**config.mk**
```make
export PLATFORM = sky130hd
export DESIGN_NAME = disp_scan_ctrl
export DESIGN_NICKNAME = d
export VERILOG_FILES = /design/src/rtl/disp_scan_ctrl.sv
export SDC_FILE = /design/constraint.sdc
export NUM_CORES = 1
export LEC_CHECK = 0
export CORE_ASPECT_RATIO = 1.1
export CORE_MARGIN = 8
export CORE_UTILIZATION = 30
export CTS_CLUSTER_SIZE = 10
export DETAILED_ROUTE_END_ITERATION = 10
export SLEW_MARGIN = 20
export SYNTH_ARGS = -nofsm -noshare
export SYNTH_HDL_FRONTEND = slang
export SYNTH_SLANG_ARGS = --single-unit
```
**constraint.sdc**
```tcl
create_clock -name clk -period 6.47 [get_ports clk]
set_clock_uncertainty 0.15 [all_clocks]
set_input_delay 0.9705 -clock clk [delete_from_list [all_inputs] [get_ports clk]]
set_output_delay 0.9705 -clock clk [all_outputs]
set_load 0.02 [all_outputs]
```
**src/rtl/disp_scan_ctrl.sv**
```systemverilog
// Multiplexed 4-digit display scanner with double-buffered patterns.
// Pending data is applied in IDLE or at a frame boundary only.
module disp_scan_ctrl #(
    parameter int DIV   = 1000,
    parameter int BLANK = 16
) (
    input  logic        clk,
    input  logic        rst_n,
    input  logic        enable,
    input  logic [11:0] seg0,
    input  logic [11:0] seg1,
    input  logic [11:0] seg2,
    input  logic [11:0] seg3,
    input  logic [3:0]  dig_en,
    input  logic        load,
    output logic [11:0] seg_out,
    output logic [3:0]  dig_sel,
    output logic        frame_done,
    output logic        load_ack
);

    typedef enum logic [1:0] {ST_IDLE, ST_DRIVE, ST_BLANK} state_t;

    localparam logic [15:0] DIV_LAST = 16'(DIV - 1);
    localparam logic [15:0] BLK_LAST = 16'(BLANK - 1);

    state_t      state, state_n;
    logic [1:0]  idx, idx_n;
    logic [15:0] cnt, cnt_n;
    logic [11:0] pend_seg [4];
    logic [11:0] pend_seg_n [4];
    logic [11:0] act_seg [4];
    logic [11:0] act_seg_n [4];
    logic [3:0]  pend_mask, pend_mask_n;
    logic [3:0]  act_mask, act_mask_n;
    logic        pend_flag, pend_flag_n;
    logic [11:0] seg_n;
    logic [3:0]  sel_n;
    logic        frame_n, ack_n;
    logic        apply;
    logic [3:0]  new_mask;
    logic [2:0]  up;

    function automatic logic [1:0] lowest(input logic [3:0] m);
        lowest = 2'd0;
        for (int i = 3; i >= 0; i--)
            if (m[i]) lowest = 2'(i);
    endfunction

    // {found, index} of the next enabled digit strictly above cur
    function automatic logic [2:0] next_up(input logic [3:0] m,
                                           input logic [1:0] cur);
        next_up = 3'd0;
        for (int i = 3; i >= 0; i--)
            if (m[i] && i > int'(cur)) next_up = {1'b1, 2'(i)};
    endfunction

    always_comb begin
        state_n     = state;
        idx_n       = idx;
        cnt_n       = cnt;
        pend_seg_n  = pend_seg;
        pend_mask_n = pend_mask;
        pend_flag_n = pend_flag;
        act_seg_n   = act_seg;
        act_mask_n  = act_mask;
        frame_n     = 1'b0;
        ack_n       = 1'b0;
        seg_n       = 12'd0;
        sel_n       = 4'd0;
        apply       = 1'b0;
        new_mask    = act_mask;
        up          = next_up(act_mask, idx);
        unique case (state)
            ST_IDLE: begin
                idx_n = 2'd0;
                cnt_n = 16'd0;
                if (pend_flag) begin
                    apply = 1'b1;
                end else if (enable && act_mask != 4'd0) begin
                    state_n = ST_DRIVE;
                    idx_n   = lowest(act_mask);
                end
            end
            ST_DRIVE: begin
                if (!enable || cnt == DIV_LAST) begin
                    state_n = ST_BLANK;
                    cnt_n   = 16'd0;
                end else begin
                    cnt_n = cnt + 16'd1;
                end
            end
            ST_BLANK: begin
                if (cnt != BLK_LAST) begin
                    cnt_n = cnt + 16'd1;
                end else begin
                    cnt_n = 16'd0;
                    if (!enable) begin
                        state_n = ST_IDLE;
                        idx_n   = 2'd0;
                    end else if (up[2]) begin
                        state_n = ST_DRIVE;
                        idx_n   = up[1:0];
                    end else begin
                        // wrap: frame boundary, swap in pending data
                        frame_n  = 1'b1;
                        apply    = pend_flag;
                        new_mask = pend_flag ? pend_mask : act_mask;
                        state_n  = (new_mask != 4'd0) ? ST_DRIVE : ST_IDLE;
                        idx_n    = lowest(new_mask);
                    end
                end
            end
            default: state_n = ST_IDLE;
        endcase
        if (apply) begin
            act_seg_n   = pend_seg;
            act_mask_n  = pend_mask;
            pend_flag_n = 1'b0;
            ack_n       = 1'b1;
        end
        if (load) begin
            pend_seg_n  = '{seg0, seg1, seg2, seg3};
            pend_mask_n = dig_en;
            pend_flag_n = 1'b1;
        end
        if (state_n == ST_DRIVE) begin
            seg_n = act_seg_n[idx_n];
            sel_n = 4'b0001 << idx_n;
        end
    end

    always_ff @(posedge clk or negedge rst_n) begin
        if (!rst_n) begin
            state      <= ST_IDLE;
            idx        <= 2'd0;
            cnt        <= 16'd0;
            pend_seg   <= '{default: '0};
            act_seg    <= '{default: '0};
            pend_mask  <= 4'd0;
            act_mask   <= 4'd0;
            pend_flag  <= 1'b0;
            seg_out    <= 12'd0;
            dig_sel    <= 4'd0;
            frame_done <= 1'b0;
            load_ack   <= 1'b0;
        end else begin
            state      <= state_n;
            idx        <= idx_n;
            cnt        <= cnt_n;
            pend_seg   <= pend_seg_n;
            act_seg    <= act_seg_n;
            pend_mask  <= pend_mask_n;
            act_mask   <= act_mask_n;
            pend_flag  <= pend_flag_n;
            seg_out    <= seg_n;
            dig_sel    <= sel_n;
            frame_done <= frame_n;
            load_ack   <= ack_n;
        end
    end

endmodule

```
==> results of run 1 <==
## flip-flops by register name (all words and copies together) (netlist names)
| signal | count |
|---|---|
| act_seg | 48 |
| pend_seg | 48 |
| seg_out | 12 |
| dig_sel | 4 |
| frame_done | 1 |
| act_mask | 4 |
| idx | 2 |
| cnt | 16 |
| load_ack | 1 |
| pend_mask | 4 |
| state | 2 |
| pend_flag | 1 |
## kinds of logic (layout without fill, tap and decap cells)
group | Yosys count | after routing
AO/OA/AOI/OAI | 60 | 60
buffers and inverters | 29 | 113
multiplexers | 125 | 125
adder cells (fa/ha/maj) | 5 | 5
AND/OR/NAND/NOR | 105 | 105
flip-flops | 143 | 143
## worst reg2reg max path: stages, from the launching register on
cell	delay, ns
dfrtp_1	0.39
ha_1	0.25
and4bb_2	0.26
nand4_2	0.21
o31ai_1	0.31
nand2_2	0.34
buf_4	0.41
mux2_1	0.38
mux2i_1	0.19
o22ai_2	0.10
## worst min-delay path by stage
stage | to | slack, ns | cells past startpoint
CTS | act_seg[29]$_DFF_PN0_ | 0.34 | 1
detailed placement | act_seg[29]$_DFF_PN0_ | 0.33 | 1
global route | act_seg[46]$_DFF_PN0_ | 0.36 | 1
global placement | act_seg[34]$_DFF_PN0_ | 0.32 | 1
floorplan | act_mask[0]$_DFFE_PN0N_ | 0.31 | 2
finish | act_seg[24]$_DFF_PN0_ | 0.34 | 1
## placed cells by master (no fill, tap or decap), types with 2 or more instances in the layout
cell	count
a21o_1	2
o21ai_0	26
nor2_2	2
clkinv_2	2
clkbuf_16	17
nand3_1	10
buf_4	3
nor3_1	6
dfrtp_1	143
nand4_1	4
nand3b_1	2
a21oi_1	4
ha_1	5
mux2_2	79
o31ai_1	4
nand2_1	24
nor2b_1	4
mux2_1	20
clkdlybuf4s50_1	71
o22ai_1	4
and3_1	6
nand2b_1	4
clkbuf_1	2
mux2i_1	26
bufinv_16	5
inv_1	7
clkinvlp_4	3
o22ai_2	8
or2_1	2
nor2_1	27
## power groups by stage
stage | combinational, mW | sequential, mW | clock, mW
after floorplan | 0.754 | 1.24 | 0
after global placement | 0.974 | 1.25 | 0
after detailed placement | 1.02 | 1.26 | 0
after CTS | 1.02 | 1.25 | 1.08
after global routing | 1.10 | 1.27 | 1.12
final | 1.00 | 1.24 | 1.05
## cell type report
class	count	area (um^2)
repair buffers	76	749
clock inverters	11	191
clock buffers	19	433
fillers	1956	12600
well taps	256	320
inverters	7	26.3
multi-input cells	295	2450
flip-flops and latches	143	3580
## layer usage
layer | track usage [%] | part of all wire, % | vias up
li1 | - | - | 1818
met2 | 19.4 | 51 | 84
met3 | 3.51 | 4.6 | 8
met5 | 0 | 0 | -
met4 | 4.22 | 0.73 | 0
met1 | 13.6 | 44 | 2010
==> metrics.md, run 1 <==
| Metric | Value |
|---|---|
| First-pass GRT wire length | 23000 um |
| Post-synth ARST share | 100% |
| Post-synth top area cell | dfrtp_1 |
| Fin util | 38.1% |
| Core area | 20400 um^2 |
| Final setup fails | 0 |
| Post-route ant nets | 0 |
| Nets@finish | 601 |
| Total gr overflow | 0 |
| Post-CTS sizing | 0 |
| Syn-to-layout area delta | 25.9% |
| Clk Tree Root Cell | clkbuf_16 |
| Int Power | 2.29 mW |
| Clk slew on worst S/H paths | 0.06 ns |
| HPWL Detailed | 9480 um |
| Initial core utilization | a little under a third |
| LEAKAGE | 3.42 nW |
| Std-Cell Rows | 55 |
| I/O Pins | 74 |
| Number of buffers added for setup after CTS | 0 |
| IO Port Bufs | 73 |
| Critical Path End | seg_out[11]$_DFF_PN0_ |
| Initial antenna violation count | 0 |
| Ys flop type | dfrtp_1 |
| Die height | 166 um |
| Worst hold slack | 0.337 ns |
| N_diodes | 0 |
| Post-synthesis mux area share | 22.3% |
| Combinational share of power | 30.4% |
| Routability congestion estimate | 0.789 |
| RSZ-0062 raised after global routing | no |
| Synth Area in Compound Gates | 7.25% |
| Part of the cycle the worst path needs | 52.5% |
| Worst path max stage delay | 0.89 ns |
| Synth Area in Adders | a little over 1% |
| Psw | about 1.0 mW |
| Ranking of synthesized cells by area | dfrtp_1 (58%), mux2_2 (14%), mux2i_1 (4.2%), mux2_1 (3.7%), o21ai_0 (2.1%) |
| Most common cell in the netlist | dfrtp_1 |
| Hold WC Path Type | flop to flop |
| Largest family of logic cells by synthesized area | multiplexers |
| Flop2flop setup slack | 3.33 ns |
| Fin cells | around 810 |
| Register area share after synthesis | 58.1% |
| CP Launch Point | enable |
| Hold Startpoint | act_seg[24]$_DFF_PN0_ |
| Pwr Total | 3.30 mW |
| Worst rel slew slack | 38.7% |
| F_max | roughly 300 MHz |
| Cell area after synthesis | 6160 um^2 |
| Critical Path Stages | 8 |
| Yosys warnings | 0 |
| Post-synth EDFFs | 0 |
| Number of global-route vias before repair | between 4000 and 5000 |
| Initial DRC count | ~170 |
| Final Cell Area | 7750 um^2 |
| Vias per inst | 4.86 |
| GRT Total Usage | a little under an eighth |
| DIE WIDTH | 153 um |
| Drt pass-1 iters | 4 |
| Synthesized flop and latch total | 143 |
| Setup crit end kind | flop |
| Post-Syn Area per Cell | 13.2 um^2 |
| Sw frac | a little under a third |
| CTS Buffer Depth | 2 |
| Synth cell types | 52 |
| Clock latency on the worst-skew pair | ~0.42 ns |
| Routed Wire Length | 13900 um |
| Synthesized Nets | 528 |
| Worst IR Drop VDD | 0.166 mV |
| Layout cell share with drive strength beyond 1 | roughly a quarter |
| Fin. Hold Viols | 0 |
| Proportion of netlist area held by the largest area contributor | 58.1% |
| Crit-path slowest cell | or4b_1 |
| Worst Setup Start Kind | input pin |
| Status | finished clean |
| Worst r2r src | cnt[0]$_DFFE_PN0P_ |
| Post-synthesis simple-gate area fraction | 9.16% |
| CP cell instances | clkdlybuf4s50_1 -> nor2b_1 -> o31a_1 -> nor2_1 -> a211o_1 -> o211ai_2 -> or4b_1 -> o22ai_1 |
| Setup TNS | 0 ns |
| Reg2Reg Depth | 9 |
| Hold-fix buffers, CTS | 0 |
| RR Endpoint | seg_out[8]$_DFF_PN0_ |
| Post-synth top cells | dfrtp_1 (143), mux2_2 (79), nor2_1 (27) |
| Required @ worst endpoint | 6.63 ns |
| DP Area | 7130 um^2 |
| Post-Synthesis Cells | between 400 and 500 |
| H-tree depth | 4 |
| Clock Sinks | approximately 140 |
| WS Path Type | input pin to flop |
| CTS tree | done |
| Total CTS buffers | 17 |
| Post-layout min period | around 3.4 ns |
| DRC | 0 |
| Synth Area in XOR/XNOR | 0% |
| Max cap viols | 0 |
| PwrDens | 425 nW/um^2 |
| Worst slew pin tran | a little over 0.9 ns |
| Via Count | 3920 |
| Placed cells | 777 |
| Critical path's top delay family | simple AND/OR/NAND/NOR gates |
| Final setup margin | 3.07 ns |
| Sequential power share | 37.7% |
| Average wire per standard cell | 17.3 um |
| Largest net degree at the start of global routing | a little under 90 |
| Crit path DAT | 3.56 ns |
| Worst-path fanout max | 14 |
| CP Buf/Inv Count | 1 |
| Pins Over Slew Limit | 0 |
| Clock power frac | 31.9% |
| Dpl ws | 2.71 ns |
| Area of the die | 25400 um^2 |
No activity file was read; power rests on OpenSTA's default activity.
==> inputs of run 2 (changes only) <==
==> constraint.sdc (replaced) <==
create_clock -name clk -period 3.05 [get_ports clk]
set_clock_uncertainty 0.15 [all_clocks]
set_input_delay 0.4575 -clock clk [delete_from_list [all_inputs] [get_ports clk]]
set_output_delay 0.4575 -clock clk [all_outputs]
set_load 0.02 [all_outputs]
==> run 2 against run 1 <==
Global-route usage down 0.50 points. Hold slack better by 0.0050 ns. Count of clock-buffer cells in the layout up 4. Setup slack worse by 2.8 ns. Die area unchanged. Non-clock buffer count up 10. Critical endpoint is now seg_out[8]$_DFF_PN0_. Largest cell class unchanged. Largest power group unchanged. Highest routed layer unchanged.
==> metrics.md, run 2 (synthesis results as in run 1) <==
| Metric | Value |
|---|---|
| Status | finished clean |
| Syn-to-layout area delta | 27.1% |
| Largest registers | act_seg (48), pend_seg (48), cnt (16) |
| Fill cells | 1941 |
| Initial DRC count | roughly 150 |
| IO Port Bufs | 73 |
| Int Power | 4.78 mW |
| WL met3 | between 500 and 600 um |
| Reg2Reg Depth | 8 |
| Combinational share of power | 32.0% |
| Clk Tree Root Cell | clkbuf_16 |
| Hold Startpoint | act_seg[25]$_DFF_PN0_ |
| Dpl ws | 0.134 ns |
| Core area | about 20000 um^2 |
| RSZ-0062 raised after global routing | no |
| Largest net degree at the start of global routing | 70 |
| Final setup margin | roughly 0.28 ns |
| Routed Wire Length | 13500 um |
| Worst Setup Start Kind | flop |
| LEAKAGE | between 3 and 4 nW |
| Area of the die | 25400 um^2 |
| Most frequent cells in the layout | dfrtp_1 (143), mux2_2 (79), clkdlybuf4s50_1 (71) |
| Clock Sinks | 143 |
| Std-Cell Rows | 55 |
| HPWL Detailed | 9390 um |
| Worst IR Drop VDD | 0.357 mV |
| Sequential power share | roughly 38% |
| Clk slew on worst S/H paths | 0.06 ns |
| Layout cell share with drive strength beyond 1 | around a quarter |
| Sw frac | ~31% |
| Total CTS buffers | 17 |
| Initial antenna violation count | 0 |
| Fin. Hold Viols | 0 |
| Routability congestion estimate | 0.801 |
| Part of the cycle the worst path needs | 90.9% |
| Hold WC Path Type | flop to flop |
| Final setup fails | 0 |
| Setup crit end kind | flop |
| Required @ worst endpoint | 3.19 ns |
| WHS Path Cells | 1 |
| CTS tree | done |
| Worst slew pin tran | 0.810 ns |
| Vias per inst | 4.82 |
| WL met2 | 6890 um |
| Total gr overflow | 0 |
| Initial core utilization | 30.2% |
| Max cap viols | 0 |
| I/O Pins | 74 |
| Via Count | 3950 |
| Fin cells | around 800 |
| PwrDens | 885 nW/um^2 |
| DRC | 0 |
| F_max | 361 MHz |
| RR Endpoint | seg_out[8]$_DFF_PN0_ |
| Worst-path fanout max | 32 |
| Placed cells | 786 |
| Flop2flop setup slack | 0.28 ns |
| GRT Total Usage | between 10% and 20% |
| Die height | 166 um |
| Drt pass-1 iters | 4 |
| Nets@finish | ~610 |
| Average wire per standard cell | 16.4 um |
| Pins Over Slew Limit | 0 |
| Hold Crit Endpoint | act_seg[25]$_DFF_PN0_ |
| Number of global-route vias before repair | between 4000 and 5000 |
| Commonest non-fill, non-tap cell in the layout | dfrtp_1 |
| Top routing layer in use | met4 |
| Clock power frac | a little under a third |
| First-pass GRT wire length | 22100 um |
| H-tree depth | 4 |
| Fin util | 38.4% |
| Worst r2r src | cnt[5]$_DFFE_PN0P_ |
| Crit path DAT | 2.91 ns |
| Psw | 2.15 mW |
| Metal-1 WL | a little under 6000 um |
| Worst hold slack | roughly 0.34 ns |
| CTS Buffer Depth | 2 |
| Post-route ant nets | 0 |
| DIE WIDTH | 153 um |
| Setup TNS | 0 ns |
| Worst rel slew slack | 46.0% |
| N_diodes | 0 |
| Post-layout min period | ~2.8 ns |
| Clock latency on the worst-skew pair | 0.41 ns |
| WS Path Type | flop to flop |
==> run 2: timing repair <==
action                                  4_1_cts  5_1_grt
endpoints found under the setup margin        0        5
endpoints found under the hold margin        66        0
buffers inserted                              0        0
hold buffers                                  1        0
resized for setup                             0        2
==> run 2: worst max-delay path, cell delays in order (launching register included) <==
cell and delay, ns:
dfrtp_1 0.44, nor4b_2 0.37, nand4_2 0.21, o31ai_1 0.32
nand2_2 0.11, buf_4 0.27, mux2_1 0.38, mux2i_1 0.26
o22ai_2 0.11
==> run 2: worst max path at each step <==
stage	start	end	slack, ns	depth (start not counted)
3_5_place_dp	enable	seg_out[11]$_DFF_PN0_	0.13	8
2_1_floorplan	cnt[0]$_DFFE_PN0P_	seg_out[8]$_DFF_PN0_	0.65	9
5_1_grt	cnt[0]$_DFFE_PN0P_	seg_out[8]$_DFF_PN0_	0.07	9
4_1_cts	cnt[0]$_DFFE_PN0P_	seg_out[11]$_DFF_PN0_	0.16	9
3_3_place_gp	enable	seg_out[11]$_DFF_PN0_	0.20	8
6_report	cnt[5]$_DFFE_PN0P_	seg_out[8]$_DFF_PN0_	0.28	8
==> run 2: layout make-up <==
cell class	instances	area [um^2]	share of cell area [%]
Sequential cell	143	3580	45.7
Multi-Input combinational cell	295	2460	31.5
Inverter	7	26.3	0.336
Clock buffer	23	468	5.98
Timing Repair Buffer	86	840	10.7
Clock inverter	9	134	1.71
Tap cell	256	320	4.09
==> run 2: metal layers <==
metal / track usage (%) / vias up
met5: 0 / -
met2: 18.8 / 80
met1: 13.0 / 2015
met3: 3.02 / 13
met4: 4.26 / 0
li1: - / 1842
==> run 2: power groups by stage <==
stage	logic [mW]	registers (mW)	clock network, mW
after floorplan	1.60	2.63	0
after global placement	2.17	2.64	0
after detailed placement	2.23	2.66	0
after CTS	2.24	2.63	2.17
after global routing	2.41	2.68	2.24
final	2.21	2.62	2.10
==> run 2: metrics by stage <==
stage / power, mW / instance area, um^2
floorplan: 4.23 / 6160
global placement: 4.82 / 7210
detailed placement: 4.89 / 7210
CTS: 7.04 / 7820
global route: 7.33 / 7830
finish: 6.93 / 7830
==> inputs of run 3 (changes only) <==
--- a/config.mk
+++ b/config.mk
@@ -8,9 +8,10 @@
 export CORE_ASPECT_RATIO = 1.1
 export CORE_MARGIN = 8
 export CORE_UTILIZATION = 30
+export CTS_CLUSTER_DIAMETER = 150
 export CTS_CLUSTER_SIZE = 10
 export DETAILED_ROUTE_END_ITERATION = 10
-export SLEW_MARGIN = 20
+export SLEW_MARGIN = 10
 export SYNTH_ARGS = -nofsm -noshare
 export SYNTH_HDL_FRONTEND = slang
 export SYNTH_SLANG_ARGS = --single-unit
==> constraint.sdc (replaced) <==
create_clock -name clk -period 3.05 [get_ports clk]
set_clock_uncertainty 0.15 [all_clocks]
set_input_delay 0.4575 -clock clk [delete_from_list [all_inputs] [get_ports clk]]
set_output_delay 0.4575 -clock clk [all_outputs]
set_load 0.1 [all_outputs]
==> run 3 against run 2 <==
Setup slack improved by 0.035 ns. Flip-flop and latch count did not move. Global-route usage rose by 0.26 points. Fmax rose by 1.3%. Count of clock-buffer cells in the layout fell by 3. Hold slack improved by 0.0024 ns. Sequential share of layout area rose by 0.39 points. Die area did not move. Routed wire length rose by 0.86%. Critical path type unchanged.
==> metrics.md, run 3 (synthesis results as in run 1) <==
| Metric | Value |
|---|---|
| CTS Buffer Depth | 2 |
| DIE WIDTH | 153 um |
| Via Count | approximately 4000 |
| IO Port Bufs | 73 |
| Placed cells | ~790 |
| Worst Setup Start Kind | flop |
| Hold WC Path Type | flop to flop |
| Fin. Hold Viols | 0 |
| Worst slew pin tran | 0.768 ns |
| Routability congestion estimate | 0.808 |
| Required @ worst endpoint | 3.20 ns |
| Commonest non-fill, non-tap cell in the layout | dfrtp_1 |
| Total gr overflow | 0 |
| Initial antenna violation count | 0 |
| PwrDens | 922 nW/um^2 |
| Most frequent cells in the layout | dfrtp_1 (143), mux2_2 (79), clkdlybuf4s50_1 (53) |
| Dpl ws | between 0.15 and 0.2 ns |
| Crit path DAT | 2.88 ns |
| I/O Pins | 74 |
| Std-Cell Rows | 55 |
| Clk slew on worst S/H paths | 0.06 ns |
| Pins Over Slew Limit | 0 |
| LEAKAGE | 3.49 nW |
| Worst IR Drop VDD | 0.520 mV |
| Average wire per standard cell | 16.6 um |
| RR Endpoint | seg_out[8]$_DFF_PN0_ |
| Routed Wire Length | ~14000 um |
| Worst r2r src | cnt[0]$_DFFE_PN0P_ |
| Max cap viols | 0 |
| Area of the die | 25400 um^2 |
| Nets@finish | 611 |
| CP Launch Point | cnt[0]$_DFFE_PN0P_ |
| DP Area | 7160 um^2 |
| WS Path Type | flop to flop |
| Clock latency on the worst-skew pair | 0.42 ns |
| Core area | 20400 um^2 |
| HPWL Detailed | 9450 um |
| F_max | ~370 MHz |
| Largest net degree at the start of global routing | 61 |
| Syn-to-layout area delta | 26.1% |
| Clk Tree Root Cell | clkbuf_16 |
| Worst-path fanout max | 32 |
| First-pass GRT wire length | 22700 um |
| Drt pass-1 iters | 4 |
| GRT Total Usage | 11.3% |
| Flop2flop setup slack | 0.31 ns |
| Fill cells | 1917 |
| Fin cells | 819 |
| Reg2Reg Depth | 9 |
| Number of global-route vias before repair | 4397 |
| RSZ-0062 raised after global routing | no |
| Status | finished clean |
| Critical Path End | seg_out[8]$_DFF_PN0_ |
| Setup crit end kind | flop |
| Pwr Total | 7.16 mW |
| N_diodes | 0 |
| Worst rel slew slack | 48.8% |
| H-tree depth | 4 |
| Initial core utilization | 30.2% |
| Largest registers | act_seg (48), pend_seg (48), cnt (16) |
| Initial DRC count | ~150 |
| Vias per inst | 4.80 |
| DRC | 0 |
| Setup TNS | 0 ns |
| Total CTS buffers | 17 |
| Die height | between 150 and 200 um |
| Final setup fails | 0 |
| Layout cell share with drive strength beyond 1 | 29.0% |
| Final setup margin | 0.312 ns |
| Post-layout min period | around 2.7 ns |
| CTS tree | done |
| Final Cell Area | 7760 um^2 |
| Post-route ant nets | 0 |
| Part of the cycle the worst path needs | 89.8% |
| Hold Startpoint | act_seg[28]$_DFF_PN0_ |
| Clock Sinks | 143 |
[run 3: critical path: stages, from the launching register on]
cell and delay (ns):
dfrtp_1 0.38, ha_1 0.24, and4bb_2 0.25, nand4_2 0.17
o31ai_1 0.32, nand2_2 0.11, buf_4 0.28, mux2_1 0.38
mux2i_1 0.22, o22ai_2 0.10
[run 3: timing repair]
action / 4_1_cts / 5_1_grt
buffers inserted: 0 / 0
endpoints found under the setup margin: 0 / 2
gates resized for setup: 0 / 2
hold endpoints to repair: 57 / 0
hold buffers: 1 / 0
[run 3: worst min-delay path by stage]
stage                         endpoint  slack [ns]  depth (start not counted)
2_1_floorplan  act_mask[0]$_DFFE_PN0N_        0.01                          0
3_3_place_gp        cnt[4]$_DFFE_PN0P_        0.32                          1
3_5_place_dp        cnt[9]$_DFFE_PN0P_        0.33                          1
4_1_cts          act_seg[31]$_DFF_PN0_        0.35                          1
5_1_grt           act_seg[1]$_DFF_PN0_        0.36                          1
6_report         act_seg[28]$_DFF_PN0_        0.34                          1
[run 3: power by group]
part           switching, mW  internal, mW  leakage, nW
logic                   1.47          1.03         1.46
registers              0.208          2.41         1.75
clock network          0.814          1.23        0.281
total                   2.49          4.67         3.49
[run 3: area by class of cell]
type	instances	area [um^2]	area share (%)
sequential	143	3580	46.1
multi-input combinational	295	2460	31.7
timing repair buffer	86	795	10.2
clock buffer	20	447	5.75
tap	256	320	4.13
clock inverter	12	134	1.72
inverter	7	26.3	0.338
[run 3: routing by layer]
| layer | global-route usage (%) | share of wire, % | up-vias |
|---|---|---|---|
| li1 | - | - | 1842 |
| met1 | 13.1 | 43 | 1993 |
| met2 | 19.4 | 51 | 81 |
| met3 | 3.02 | 4.0 | 14 |
| met4 | 4.44 | 1.4 | 0 |
| met5 | 0 | 0 | - |
[run 3: through the flow]
step                utilization [%]  hold WS [ns]
floorplan                         -        0.0119
global placement               35.2         0.320
detailed placement             35.2         0.328
CTS                            38.1         0.347
global route                   38.1         0.363
finish                         38.1         0.345
